[config.mk]
export PLATFORM = sky130hd
export DESIGN_NAME = mult_word_io
export DESIGN_NICKNAME = d
export VERILOG_FILES = /design/src/rtl/mult_io_pkg.sv /design/src/rtl/word_packer.sv /design/src/rtl/mult_word_io.sv
export SDC_FILE = /design/constraint.sdc
export NUM_CORES = 1
export LEC_CHECK = 0
export CORE_ASPECT_RATIO = 1.4
export CORE_MARGIN = 1
export CORE_UTILIZATION = 25
export DETAILED_ROUTE_END_ITERATION = 10
export SYNTH_ARGS = -nofsm -noshare
export SYNTH_HDL_FRONTEND = slang
export SYNTH_HIERARCHICAL = 1
export SYNTH_SLANG_ARGS = --single-unit
[constraint.sdc]
create_clock -name clk_i -period 3.1 [get_ports clk_i]
set_input_delay 0.775 -clock clk_i [delete_from_list [all_inputs] [get_ports clk_i]]
set_output_delay 0.775 -clock clk_i [all_outputs]
set_load 0.03 [all_outputs]
[src/rtl/mult_io_pkg.sv]
// Shared constants, state encoding and sizing helpers for the word-serial
// front/back end of the Karatsuba multiplier accelerator.
package mult_io_pkg;

  localparam int BUFFER_LENGTH  = 132;
  localparam int INPUT_A_LENGTH = 131;
  localparam int INPUT_B_LENGTH = 127;
  localparam int WORD_WIDTH     = 32;

  function automatic int ceil_div(input int a, input int b);
    return (a + b - 1) / b;
  endfunction

  function automatic int cnt_width(input int a, input int b, input int c);
    int m;
    m = a;
    if (b > m) m = b;
    if (c > m) m = c;
    return (m < 2) ? 1 : $clog2(m);
  endfunction

  localparam int NA    = ceil_div(INPUT_A_LENGTH, WORD_WIDTH);
  localparam int NB    = ceil_div(INPUT_B_LENGTH, WORD_WIDTH);
  localparam int NM    = ceil_div(2 * BUFFER_LENGTH, WORD_WIDTH);
  localparam int CNT_W = cnt_width(NA, NB, NM);

  typedef enum logic [2:0] {
    ST_LOAD_A = 3'd0,
    ST_LOAD_B = 3'd1,
    ST_START  = 3'd2,
    ST_WAIT   = 3'd3,
    ST_UNLOAD = 3'd4
  } state_t;

endpackage

[src/rtl/word_packer.sv]
// Assembles a wide operand register from indexed stream words; bits of the
// top word that fall beyond the operand width are simply never stored.
module word_packer #(
  parameter int Width     = 131,
  parameter int WordWidth = 32,
  parameter int CntW      = 4
) (
  input  logic                 clk,
  input  logic                 rst_n,
  input  logic                 we,
  input  logic [CntW-1:0]      idx,
  input  logic [WordWidth-1:0] word,
  output logic [Width-1:0]     data
);

  // Each operand bit belongs to exactly one word slot, so it only listens
  // for writes addressed to that slot.
  for (genvar i = 0; i < Width; i++) begin : g_bit
    always_ff @(posedge clk or negedge rst_n) begin
      if (!rst_n) begin
        data[i] <= 1'b0;
      end else if (we && (idx == CntW'(i / WordWidth))) begin
        data[i] <= word[i % WordWidth];
      end
    end
  end

endmodule

[src/rtl/mult_word_io.sv]
// Word-serial loader/unloader around the Karatsuba accelerator: streams in A
// then B, pulses start, captures the product on done and streams it out.
module mult_word_io
  import mult_io_pkg::*;
#(
  parameter int BufferLength = BUFFER_LENGTH,
  parameter int InputALength = INPUT_A_LENGTH,
  parameter int InputBLength = INPUT_B_LENGTH,
  parameter int WordWidth    = WORD_WIDTH
) (
  input  logic                      clk_i,
  input  logic                      rst_ni,
  input  logic                      in_valid_i,
  input  logic [WordWidth-1:0]      in_data_i,
  output logic                      in_ready_o,
  output logic [InputALength-1:0]   acc_inputA_o,
  output logic [InputBLength-1:0]   acc_inputB_o,
  output logic                      acc_start_o,
  input  logic                      acc_done_i,
  input  logic [2*BufferLength-1:0] acc_outputM_i,
  output logic                      out_valid_o,
  output logic [WordWidth-1:0]      out_data_o,
  output logic                      out_last_o,
  input  logic                      out_ready_i,
  output logic                      busy_o,
  output state_t                    dbg_state_o
);

  // Both streams use the same rule: a word moves on a rising edge where
  // valid and ready are both high; ready never depends on valid.
  localparam int Na    = ceil_div(InputALength, WordWidth);
  localparam int Nb    = ceil_div(InputBLength, WordWidth);
  localparam int Nm    = ceil_div(2 * BufferLength, WordWidth);
  localparam int CntW  = cnt_width(Na, Nb, Nm);
  localparam int ProdW = 2 * BufferLength;
  localparam int PadW  = Nm * WordWidth;

  state_t               state_q;
  logic [CntW-1:0]      cnt_q;
  logic [ProdW-1:0]     result_q;
  logic [PadW-1:0]      result_pad;
  logic [WordWidth-1:0] out_word;
  logic                 a_we;
  logic                 b_we;

  assign a_we = in_valid_i && (state_q == ST_LOAD_A);
  assign b_we = in_valid_i && (state_q == ST_LOAD_B);

  word_packer #(
    .Width    (InputALength),
    .WordWidth(WordWidth),
    .CntW     (CntW)
  ) u_pack_a (
    .clk  (clk_i),
    .rst_n(rst_ni),
    .we   (a_we),
    .idx  (cnt_q),
    .word (in_data_i),
    .data (acc_inputA_o)
  );

  word_packer #(
    .Width    (InputBLength),
    .WordWidth(WordWidth),
    .CntW     (CntW)
  ) u_pack_b (
    .clk  (clk_i),
    .rst_n(rst_ni),
    .we   (b_we),
    .idx  (cnt_q),
    .word (in_data_i),
    .data (acc_inputB_o)
  );

  always_ff @(posedge clk_i or negedge rst_ni) begin
    if (!rst_ni) begin
      state_q  <= ST_LOAD_A;
      cnt_q    <= '0;
      result_q <= '0;
    end else begin
      case (state_q)
        ST_LOAD_A: begin
          if (in_valid_i) begin
            if (cnt_q == CntW'(Na - 1)) begin
              cnt_q   <= '0;
              state_q <= ST_LOAD_B;
            end else begin
              cnt_q <= cnt_q + CntW'(1);
            end
          end
        end
        ST_LOAD_B: begin
          if (in_valid_i) begin
            if (cnt_q == CntW'(Nb - 1)) begin
              cnt_q   <= '0;
              state_q <= ST_START;
            end else begin
              cnt_q <= cnt_q + CntW'(1);
            end
          end
        end
        ST_START: state_q <= ST_WAIT;
        ST_WAIT: begin
          if (acc_done_i) begin
            result_q <= acc_outputM_i;
            cnt_q    <= '0;
            state_q  <= ST_UNLOAD;
          end
        end
        ST_UNLOAD: begin
          if (out_ready_i) begin
            if (cnt_q == CntW'(Nm - 1)) begin
              cnt_q   <= '0;
              state_q <= ST_LOAD_A;
            end else begin
              cnt_q <= cnt_q + CntW'(1);
            end
          end
        end
        default: begin
          cnt_q   <= '0;
          state_q <= ST_LOAD_A;
        end
      endcase
    end
  end

  // Zero-extension supplies the fill above the product in the top word.
  assign result_pad = PadW'(result_q);

  always_comb begin
    out_word = '0;
    for (int j = 0; j < Nm; j++) begin
      if (cnt_q == CntW'(j)) out_word = result_pad[j*WordWidth +: WordWidth];
    end
  end

  assign in_ready_o  = (state_q == ST_LOAD_A) || (state_q == ST_LOAD_B);
  assign acc_start_o = (state_q == ST_START);
  assign out_valid_o = (state_q == ST_UNLOAD);
  assign out_data_o  = out_word;
  assign out_last_o  = out_valid_o && (cnt_q == CntW'(Nm - 1));
  assign busy_o      = !((state_q == ST_LOAD_A) && (cnt_q == '0));
  assign dbg_state_o = state_q;

endmodule

# After elaboration in Yosys (flattened, before gate mapping)
# Index checks and enable logic that the tools add are counted.
[word_totals]
in_bits = 301
regBits = 529
wordCells = 327
output_inout_bits = 298
[op_classes]
add_sub_neg = 1
bitwise = 1
n_eq_ne = 19
n_reduce_logical = 20
muxes = 25
[ops]
columns = ["op", "count"]
rows = [
  ["$mux 32", 9],
  ["$mux 4", 7],
  ["$mux 3", 7],
  ["$pmux 4 s5", 1],
  ["$eq 4x3->1 const B", 4],
  ["$pmux 3 s5", 1],
  ["$logic_and 1x1->1", 13],
  ["$eq 4x2->1 const B", 2],
  ["$ne 2x1->1 const B", 4],
  ["$reduce_and 7->1", 1],
  ["$eq 3x2->1 const B", 2],
  ["$ne 2x2->1 const B", 3],
  ["$reduce_and 5->1", 1],
  ["$add 4x1->4 const B", 1],
  ["$eq 4x1->1 const B", 1],
  ["$eq 4x4->1 const B", 1],
  ["$logic_not 4->1", 1],
  ["$eq 3x1->1 const B", 1],
  ["$eq 3x3->1 const B", 1],
  ["$logic_not 3->1", 1],
  ["$reduce_and 2->1", 1],
  ["$logic_not 1->1", 1],
  ["$logic_or 1x1->1", 1],
  ["$not 1->1", 1],
]

# Logic depth before layout (Yosys ltp)
# Gate-level depths: netlist of run 1.
[logic_depth]
depth_word = 10
ltp_mapped = 8
mapped_depth_nobuf = 6

# Modules after synthesis
# Netlist of run 1, hierarchy kept.
[modules_own_cells]
columns = ["mod", "cells_each", "area_per_inst_um2", "seq_area_each_um2", "instances"]
rows = [
  ["mult_word_io", 923, 12384.4, 6781.5, 1],
  ["word_packer at u_pack_a", 282, 4887.2, 3278.1, 1],
  ["word_packer at u_pack_b", 274, 4759.6, 3178.0, 1],
]

# Least setup slack after synthesis of run 1
# Ideal clock, no wire load.
[synth_timing]
path_type = "register to output"
startpoint = "reg cnt_q[0]"
endpoint = "out out_data_o[31]"
stages_incl_launch_ff = 9
required_ns = 2.325
n_path_buf = 2
path_slack_ns = 0.333
t_arrival_ns = 1.992
path_cell_list = "dfrtp_1 inv_1 ha_1 nor2b_1 buf_2 buf_2 a221oi_1 a2bb2oi_1 a21oi_1"
[synth_between]
elab_chain_len = 10
word_cells_on_any_way = 18
classes_between = "eq/ne: 8; mux: 9; reduce/logical: 1"
[synth_lines]
columns = ["item", "line", "source"]
rows = [
  ["start: declaration", "mult_word_io.sv:39", "logic [CntW-1:0] cnt_q;"],
  ["start signal: assignment", "mult_word_io.sv:88", "cnt_q <= cnt_q + CntW'(1);"],
  ["start signal: assignment", "mult_word_io.sv:98", "cnt_q <= cnt_q + CntW'(1);"],
  ["start signal: assignment", "mult_word_io.sv:116", "cnt_q <= cnt_q + CntW'(1);"],
  ["$logic_not 4->1", "mult_word_io.sv:134", "if (cnt_q == CntW'(j)) out_word = result_pad[j*WordWidth +: WordWidth];"],
  ["$mux 32 (8 in series)", "mult_word_io.sv:134", ""],
  ["$mux 32 *", "mult_word_io.sv:134", ""],
  ["end: declaration", "mult_word_io.sv:22", "output logic [WordWidth-1:0] out_data_o,"],
]
# Every way passes the cells marked *; elsewhere a longest branch is shown, timed or not.

# Final worst setup path of run 1
[layout_timing]
startpoint = "reg cnt_q[0]"
endpoint = "out out_data_o[4]"
# The elaborated chain is that of the path after synthesis.

==> impl_metrics.py, run 1 <==
metrics = {
    "power_and_ir_drop": {
        "p_leak_nw": 15.0,
        "switching_share_pct": 36.9,
        "pwr-share-comb_pct": 44.3,
        "clkPwrFrac_pct": 21.3,
        "cell_internal_pwr_mw": 20.9,
        "switching_power_mw": 12.2,
        "irDropWorstVdd_v": 0.000530,
        "p_seq_share_pct": 34.5,
        "p_per_area_nw_per_um2": 1000,
    },
    "clock_network": {
        "path_clk_slew_ns": 0.06,
        "clock_latency_ns": 0.66,
        "cts_buffers": 55,
        "cts_root_buffer": "clkbuf_16",
        "cts_max_level": 2,
        "cts_tree": "yes",
        "cts.sinks": 529,
        "cts_buffer_depth": 3,
    },
    "logic_synthesis": {
        "synthesis.area_um2": 22000,
        "postSynthAreaPerCell_um2": 14.9,
        "synthArstFlopShare_pct": 100,
        "syn_inst": 1479,
        "ys_types": 60,
        "synth-seq-cells": 529,
        "synth.yosys.seq_area_share_pct": 60.1,
        "synth_adder_area_share_pct": 0.227,
        "synthXorXnorAreaFrac_pct": 0,
        "yosys-mux-area-fraction_pct": 26.7,
        "synth_edf_count": 0,
        "synth_top_family_by_area": "multiplexers",
        "synth-simple-area-share_pct": 1.75,
        "syn-num-nets": 1784,
        "synth_compound_area_share_pct": 8.47,
        "synth-main-ff-cell": "dfrtp_1",
        "yosys_warnings": 6,
    },
    "timing": {
        "hold_viol": 0,
        "max_freq_mhz": 290,
        "post-route-min-period_ns": 3.45,
        "setup_viol": 32,
        "rsz0062_at_grt": "true",
        "hold-worst-slack_ns": 0.123,
        "worstMarginPinSlew_ns": 0.728,
        "slew_headroom_pct": 51.4,
        "worst_slack_ns": -0.350,
        "timing.final.crit_share_pct": 111,
        "maxSlewViolCount": 0,
        "skew_ns": 0.0557,
    },
    "floorplan": {
        "start_util_pct": 25.3,
        "dieWidth_um": 253,
        "core_area_um2": 87100,
        "die_area_um2": 89300,
        "io_pins": 599,
        "die_h_um": 353,
        "num_rows": 128,
    },
    "detailed_routing": {
        "drc": 0,
        "antenna_left": 0,
        "via_count": 15800,
        "wl_um": 79000,
        "route.met3.wl_um": 7100,
        "via_per_inst": 4.73,
        "wl_met2_um": 39600,
        "drtIter0Drc": 634,
        "wire_per_inst_um": 23.6,
        "highest_layer": "met5",
        "wl_met1_um": 28600,
        "drtPass1Iterations": 5,
    },
    "cells_and_area": {
        "stdcell_area_um2": 33000,
        "final_cell_mix": "560 x clkdlybuf4s50_1, 528 x dfrtp_1, 515 x mux2_2, 77 x buf_4, 58 x clkbuf_16",
        "multi_input_area_um2": 8880,
        "num-nets-final": 2445,
        "n_fill_cell": 8261,
        "drive_above_1_share_pct": 39.4,
        "mostFrequentLayoutCell": "clkdlybuf4s50_1",
        "layout.cells.non_filler": 3353,
        "regArea_um2": 13200,
        "syn2layout_area_growth_pct": 50.0,
    },
    "run_status": {
        "violations": "setup timing",
        "status": "finished with violations",
    },
    "run": {
        "cap_viol_max_count": 0,
    },
    "grt": {
        "grt_pass1_vias": 17200,
        "grt_pass1_wl_um": 114000,
        "grt_max_degree": 103,
        "antenna_found_initial": 18,
        "grt_overflow": 0,
        "gr-usage-all-layers_pct": 17.2,
    },
    "setup_path": {
        "reg2reg_slack_ns": 0.70,
        "r2r-end": "u_pack_b/data[28]",
        "rr_worst_depth": 7,
        "setup.worst_path.start_class": "flip-flop",
        "crit_required_ns": 2.32,
        "critPathArrivalTime_ns": 2.68,
        "critical_path_class": "reg2out",
        "path_max_fanout": 8,
        "timing.rr.start": "dbg_state_o[2]",
        "end_kind": "primary output",
    },
    "place": {
        "placed_area_um2": 29900,
        "portBuffers": 598,
        "dp_cells": 3228,
        "dp_hpwl_um": 57700,
        "globalplace.congestion": 0.863,
    },
    "hold_path": {
        "hp-class": "in2async",
    },
}
-- layer usage --
metal  vias up  track usage (%)
met5         -                0
met1      8058             18.3
met3       185             6.11
met2       695             30.1
met4        28             7.88
li1       6879                -
-- flip-flops by register name (all words and copies together) (netlist names) --
| name | count |
|---|---|
| cnt_q | 4 |
| dbg_state_o | 3 |
| result_q | 264 |
| u_pack_a/data | 131 |
| u_pack_b/data | 127 |
-- how the worst max path moves through the flow --
stage | start | end | slack, ns
floorplan | cnt_q[0] | out_data_o[31] | 0.33
global placement | cnt_q[0] | out_data_o[16] | -0.07
detailed placement | cnt_q[0] | out_data_o[16] | -0.09
CTS | cnt_q[0] | out_data_o[8] | -0.36
global route | cnt_q[1] | out_data_o[2] | -0.43
finish | cnt_q[0] | out_data_o[4] | -0.35
-- synthesized netlist by cell type, drive strengths merged (3+ instances only) --
master | count | area [µm²]
nand2 | 10 | 37.5
a21oi | 4 | 20.0
a211oi | 9 | 67.6
o21ai | 51 | 255
o22ai | 33 | 206
o211a | 22 | 220
nor2b | 14 | 87.6
a21o | 9 | 67.6
o221a | 7 | 78.8
mux2 | 522 | 5880
dfrtp | 529 | 13200
a221oi | 55 | 482
ha | 4 | 50.1
o22a | 7 | 61.3
nand3 | 3 | 15.0
a21boi | 9 | 71.3
inv | 8 | 30.0
buf | 77 | 458
nor2 | 8 | 30.0
nand3b | 3 | 22.5
and2 | 3 | 18.8
clkbuf | 32 | 123
o221ai | 22 | 193
-- metrics by stage --
stage | util, % | TNS [ns] | total power, mW | worst slack [ns]
final | 37.9 | -8.63 | 33.1 | -0.350
after global routing | 37.9 | -11.57 | 34.6 | -0.433
after CTS | 37.3 | -9.89 | 32.6 | -0.364
after detailed placement | 34.3 | -0.0943 | 24.4 | -0.0943
after global placement | 34.3 | -0.0732 | 24.1 | -0.0732
after floorplan | - | 0 | 18.2 | 0.333
-- cell type report --
cell class	count	area share, %
flip-flops and latches	529	40.1
multi-input cells	832	26.9
repair buffers	713	22.7
clock buffers	78	4.85
well taps	1170	4.43
clock inverters	21	0.988
inverters	9	0.110
diodes	1	0.00757
-- worst max-delay path: stages (launching register included) --
cell and delay [ns]:
dfrtp_1 0.42, inv_2 0.11, ha_4 0.19, nor2b_4 0.14, buf_12 0.15, buf_8 0.14, a221oi_4 0.25, o22ai_2 0.15
o221a_1 0.29, buf_12 0.17
-- cells by family (layout without fill, tap and decap cells) --
kind of cell / Yosys count / after routing
flops: 529 / 529
mux: 522 / 522
compound gates: 244 / 244
buf+inv: 118 / 821
simple gates: 62 / 62
fa+ha+maj: 4 / 4
other cells: 0 / 1
-- power groups by stage --
stage / combinational [mW] / clock, mW / sequential, mW
6_report: 14.7 / 7.04 / 11.4
5_1_grt: 15.4 / 7.51 / 11.7
4_1_cts: 14.0 / 7.25 / 11.3
3_5_place_dp: 13.0 / 0 / 11.4
3_3_place_gp: 12.8 / 0 / 11.3
2_1_floorplan: 4.93 / 0 / 13.3
-- timing repair --
item / in CTS / in global routing
endpoints found under the setup margin: 35 / 33
buffers inserted: 10 / 11
cloned: 3 / 3
hold buffers: 0 / 0
gates resized for setup: 118 / 65
pin swaps: 33 / 32
No activity file was read; power rests on OpenSTA's default activity.
==> run 2, diff against run 1 <==
- clock period: 3.1 -> 3.6 ns (I/O delays scaled with it)
==> run 2 against run 1 <==
The run now ends clean. Die area unchanged. Largest power group unchanged. Critical path type unchanged. Sequential power down 14%. Critical path depth stayed put.
==> impl_metrics.py, run 2 (synthesis gave the netlist of run 1 again) <==
metrics = {
    "floorplan": {
        "dieWidth_um": 253,
        "core_area_um2": 87100,
        "die_h_um": 353,
        "start_util_pct": 25.3,
        "io_pins": 599,
        "num_rows": 128,
        "die_area_um2": 89300,
    },
    "setup_path": {
        "critPathArrivalTime_ns": 2.66,
        "path_max_fanout": 10,
        "crit_required_ns": 2.70,
        "setup.worst_path.start_class": "flip-flop",
        "end_kind": "primary output",
        "reg2reg_slack_ns": 1.04,
        "cpLargestDelayFamily": "buffers and inverters",
        "worstSetupPathDepth": 9,
        "timing.rr.start": "dbg_state_o[1]",
        "max_stage_delay_ns": 0.45,
        "critical_path_class": "reg2out",
        "cp_slowest_cell": "dfrtp_2",
        "startpoint": "cnt_q[0]",
        "worstSetupEndpoint": "out_data_o[8]",
        "crit_buf_inv": 4,
        "rr_worst_depth": 6,
        "r2r-end": "u_pack_a/data[27]",
        "crit_path_frequent_cell": "buf_4",
        "path_cells": "buf_4, ha_4, nor2b_4, buf_4, buf_12, a221oi_4, o22ai_2, o211a_1, buf_6",
    },
    "detailed_routing": {
        "drtIter0Drc": 758,
        "antenna_left": 0,
        "drc": 0,
        "wl_um": 78400,
        "wire_per_inst_um": 23.6,
        "drtPass1Iterations": 5,
        "via_per_inst": 4.71,
        "via_count": 15600,
    },
    "timing": {
        "post-route-min-period_ns": 3.56,
        "skew_ns": 0.0283,
        "worstMarginPinSlew_ns": 0.680,
        "hold_viol": 0,
        "setup_viol": 0,
        "max_freq_mhz": 281,
        "timing.final.crit_share_pct": 98.8,
        "finalSetupTns_ns": 0,
        "worst_slack_ns": 0.0418,
        "maxSlewViolCount": 0,
        "rsz0062_at_grt": "true",
        "slew_headroom_pct": 54.7,
        "hold-worst-slack_ns": 0.252,
    },
    "place": {
        "dp_hpwl_um": 55900,
        "preCtsSetupSlack_ns": 0.193,
        "globalplace.congestion": 0.884,
        "portBuffers": 598,
    },
    "clock_network": {
        "cts_tree": "yes",
        "cts_max_level": 2,
        "cts.sinks": 529,
        "clock_latency_ns": 0.63,
        "cts_buffers": 56,
        "cts_hold_buffers": 0,
        "path_clk_slew_ns": 0.06,
        "cts_root_buffer": "clkbuf_16",
        "cts_buffer_depth": 3,
    },
    "cells_and_area": {
        "drive_above_1_share_pct": 36.9,
        "syn2layout_area_growth_pct": 46.7,
        "mostFrequentLayoutCell": "clkdlybuf4s50_1",
        "largest-register": "result_q",
        "final_cell_mix": "561 x clkdlybuf4s50_1, 527 x dfrtp_1, 515 x mux2_2, 59 x clkbuf_16, 48 x o21ai_0",
        "reg_top3": "result_q x264, u_pack_a/data x131, u_pack_b/data x127",
        "largest_reg_flops": 264,
        "num-nets-final": 2402,
    },
    "power_and_ir_drop": {
        "p_seq_share_pct": 35.3,
        "p_per_area_nw_per_um2": 861,
        "pwr-share-comb_pct": 41.9,
        "switching_power_mw": 10.2,
        "switching_share_pct": 36.7,
        "irDropWorstVdd_v": 0.000503,
        "p_leak_nw": 14.7,
        "cell_internal_pwr_mw": 17.6,
        "finalPower_mw": 27.8,
        "clkPwrFrac_pct": 22.8,
    },
    "grt": {
        "gr-usage-all-layers_pct": 17.0,
        "grt_pass1_wl_um": 113000,
        "grt_overflow": 0,
        "antenna_found_initial": 14,
        "grt_pass1_vias": 16600,
        "grt_max_degree": 84,
    },
    "hold_path": {
        "hp-class": "in2async",
    },
    "run_status": {
        "status": "finished clean",
    },
    "run": {
        "cap_viol_max_count": 0,
    },
}
[run 2: worst min-delay path by stage]
stage               cells after the start                 to
floorplan                               1      result_q[167]
global placement                        1  u_pack_b/data[18]
detailed placement                      1   u_pack_b/data[0]
CTS                                     1      result_q[250]
global route                            1      result_q[250]
finish                                  1      result_q[250]
[run 2: final cells by class]
| type | count | area, µm² |
|---|---|---|
| Clock inverter | 32 | 450 |
| Clock buffer | 73 | 1590 |
| Tap cell | 1170 | 1460 |
| Timing Repair Buffer | 669 | 6980 |
| Inverter | 9 | 33.8 |
| Antenna cell | 4 | 10.0 |
| Multi-Input combinational cell | 832 | 8560 |
| Sequential cell | 529 | 13200 |
| Fill cell | 8349 | 54800 |
[run 2: worst register-to-register path: stages, from the launching register on]
cell and delay (ns):
dfrtp_1 0.54, nor3_1 0.37, and2_1 0.19, nor3b_2 0.31
nand2_2 0.34, buf_12 0.28, mux2_2 0.38
[run 2: per-stage QoR]
step                      utilization (%)  instances  area (µm²)
after floorplan                         -       1479       22000
after global placement               34.1       3196       29700
after detailed placement             34.1       3196       29700
after global routing                 37.1       3317       32300
after CTS                            36.7       3307       32000
final                                37.1       3318       32300
[run 2: repair_timing]
item                                    4_1_cts  5_1_grt
endpoints found under the setup margin       33       32
setup buffers                                 3        3
gates cloned                                  3        4
hold endpoints to repair                      0        0
gates resized for setup                     117       70
pin swaps                                     3       13
[run 2: power by group through the flow]
stage	combinational, mW	clock (mW)	sequential [mW]
floorplan	4.24	0	11.4
global placement	10.7	0	9.81
detailed placement	10.8	0	9.87
CTS	11.2	6.54	9.79
global route	12.3	6.75	10.1
finish	11.7	6.34	9.84
[run 2: metal layers]
| layer | track usage [%] | wire length [µm] | part of all wire, % |
|---|---|---|---|
| met1 | 18.4 | 28000 | 36 |
| met2 | 30.0 | 39600 | 51 |
| met3 | 6.29 | 7490 | 9.5 |
| met4 | 6.18 | 3100 | 4.0 |
| met5 | 0 | 128 | 0.16 |
==> run 3, diff against run 2 <==
- CORE_AREA: not set -> 2 2 235 237
- CORE_ASPECT_RATIO: 1.4 -> not set
- CORE_MARGIN: 1 -> not set
- CORE_UTILIZATION: 25 -> not set
- DIE_AREA: not set -> 0 0 237 239
- PLACE_DENSITY: not set -> 0.69
==> run 3 against run 2 <==
Count of clock-buffer cells in the layout is 7 higher. Hold slack better by 0.047 ns. Combinational power hardly changed. Final cell count is 14% lower. Final area is 2.1% lower. Critical path depth is 1 lower. Critical path type unchanged. Largest power group unchanged.
==> impl_metrics.py, run 3 (synthesis gave the netlist of run 1 again) <==
metrics = {
    "run_status": {
        "status": "finished clean",
    },
    "floorplan": {
        "io_pins": 599,
        "num_rows": 86,
        "die_h_um": 239,
        "start_util_pct": 40.5,
        "dieWidth_um": 237,
        "die_area_um2": 56600,
        "core_area_um2": 54300,
    },
    "clock_network": {
        "cts_buffer_depth": 3,
        "cts_buffers": 55,
        "cts_root_buffer": "clkbuf_16",
        "cts_max_level": 2,
        "cts.sinks": 529,
        "path_clk_slew_ns": 0.06,
        "cts_tree": "yes",
        "clock_latency_ns": 0.60,
    },
    "place": {
        "preCtsSetupSlack_ns": 0.0612,
        "placed_area_um2": 29100,
        "globalplace.congestion": 0.884,
        "portBuffers": 598,
        "dp_hpwl_um": 49500,
    },
    "setup_path": {
        "crit_buf_inv": 3,
        "cpLargestDelayFamily": "compound AO/OA/AOI/OAI gates",
        "crit_required_ns": 2.70,
        "critical_path_class": "reg2out",
        "path_max_fanout": 12,
        "worstSetupEndpoint": "out_data_o[7]",
        "reg2reg_slack_ns": 1.08,
        "crit_path_frequent_cell": "buf_4",
        "rr_worst_depth": 6,
        "worstSetupPathDepth": 8,
        "setup.worst_path.start_class": "flip-flop",
        "critPathArrivalTime_ns": 2.60,
        "path_cells": "buf_4, ha_4, or2_4, buf_12, a2111oi_4, o32ai_1, o21a_1, buf_4",
        "timing.rr.start": "dbg_state_o[1]",
        "startpoint": "cnt_q[0]",
        "r2r-end": "u_pack_a/data[14]",
        "cp_slowest_cell": "dfrtp_1",
        "max_stage_delay_ns": 0.39,
        "end_kind": "primary output",
    },
    "detailed_routing": {
        "wl_um": 71500,
        "antenna_left": 0,
        "drc": 0,
        "drtPass1Iterations": 5,
        "wire_per_inst_um": 25.1,
        "via_count": 15700,
        "drtIter0Drc": 783,
        "via_per_inst": 5.50,
    },
    "timing": {
        "worstMarginPinSlew_ns": 0.741,
        "hold_viol": 0,
        "skew_ns": 0.0213,
        "setup_viol": 0,
        "max_freq_mhz": 286,
        "maxSlewViolCount": 0,
        "timing.final.crit_share_pct": 97.2,
        "slew_headroom_pct": 50.6,
        "post-route-min-period_ns": 3.50,
        "worst_slack_ns": 0.103,
    },
    "power_and_ir_drop": {
        "p_leak_nw": 14.6,
        "p_per_area_nw_per_um2": 867,
        "irDropWorstVdd_v": 0.000456,
    },
    "hold_path": {
        "hp-class": "in2async",
    },
    "grt": {
        "grt_overflow": 0,
        "antenna_found_initial": 28,
        "gr-usage-all-layers_pct": 24.6,
        "grt_pass1_vias": 16400,
        "grt_max_degree": 77,
        "grt_pass1_wl_um": 105000,
    },
    "cells_and_area": {
        "stdcell_area_um2": 31600,
        "largest_reg_flops": 264,
        "reg_top3": "result_q x264, u_pack_a/data x131, u_pack_b/data x127",
        "drive_above_1_share_pct": 36.6,
        "syn2layout_area_growth_pct": 43.5,
        "mostFrequentLayoutCell": "clkdlybuf4s50_1",
        "largest-register": "result_q",
        "final_cell_mix": "564 x clkdlybuf4s50_1, 527 x dfrtp_1, 515 x mux2_2, 60 x clkbuf_16, 50 x o21ai_0",
        "num-nets-final": 2402,
    },
    "run": {
        "cap_viol_max_count": 0,
    },
}
## run 3: cell types whose count changed in the layout (fill, tap and decap cells not counted), moves of 4 or more
| cell | before | now |
|---|---|---|
| clkbuf_8 | 12 | 17 |
| clkbuf_4 | 12 | 3 |
| a221oi_1 | 30 | 26 |
| buf_2 | 7 | 13 |
## run 3: how the worst min path moves through the flow
stage,endpoint,slack (ns),depth (start not counted)
2_1_floorplan,result_q[167],0.47,1
3_3_place_gp,u_pack_b/data[18],0.47,1
3_5_place_dp,u_pack_a/data[89],0.48,1
4_1_cts,result_q[252],0.32,1
5_1_grt,result_q[252],0.32,1
6_report,result_q[252],0.30,1
## run 3: repair_timing
item | 4_1_cts | 5_1_grt
endpoints found under the setup margin | 31 | 30
gates resized for setup | 137 | 52
cloned | 5 | 5
pin swaps | 4 | 8
setup buffers | 5 | 1
hold buffers | 0 | 0
## run 3: area by class of cell
cell class	count	area, µm²
sequential	529	13200
clock inverter	20	292
antenna	7	17.5
multi-input combinational	832	8550
tap	704	881
inverter	9	40.0
timing repair inverter	1	7.51
clock buffer	80	1680
fill	4257	22700
timing repair buffer	669	6920
## run 3: where the power goes
| group | total, mW | internal [mW] | leakage (nW) | switching [mW] |
|---|---|---|---|---|
| logic | 11.6 | 5.52 | 6.53 | 6.09 |
| registers | 9.70 | 8.25 | 7.09 | 1.45 |
| clock network | 6.10 | 3.73 | 0.975 | 2.37 |
## run 3: per-layer routing
layer | up-vias | wire [µm] | global-route usage, %
li1 | 6782 | - | -
met1 | 8089 | 28400 | 30.5
met2 | 628 | 34900 | 41.6
met3 | 141 | 6290 | 7.96
met4 | 36 | 1700 | 6.00
met5 | - | 236 | 0
## run 3: metrics by stage
stage	utilization, %	setup TNS [ns]	hold slack (ns)	total power, mW	std cells
after detailed placement	53.5	0	0.476	20.4	2729
final	58.2	0	0.300	27.4	2851
after floorplan	-	0	0.471	15.7	1479
after CTS	57.7	0	0.321	27.2	2839
after global placement	53.5	0	0.467	20.1	2729
after global routing	58.2	-0.00938	0.317	28.6	2849
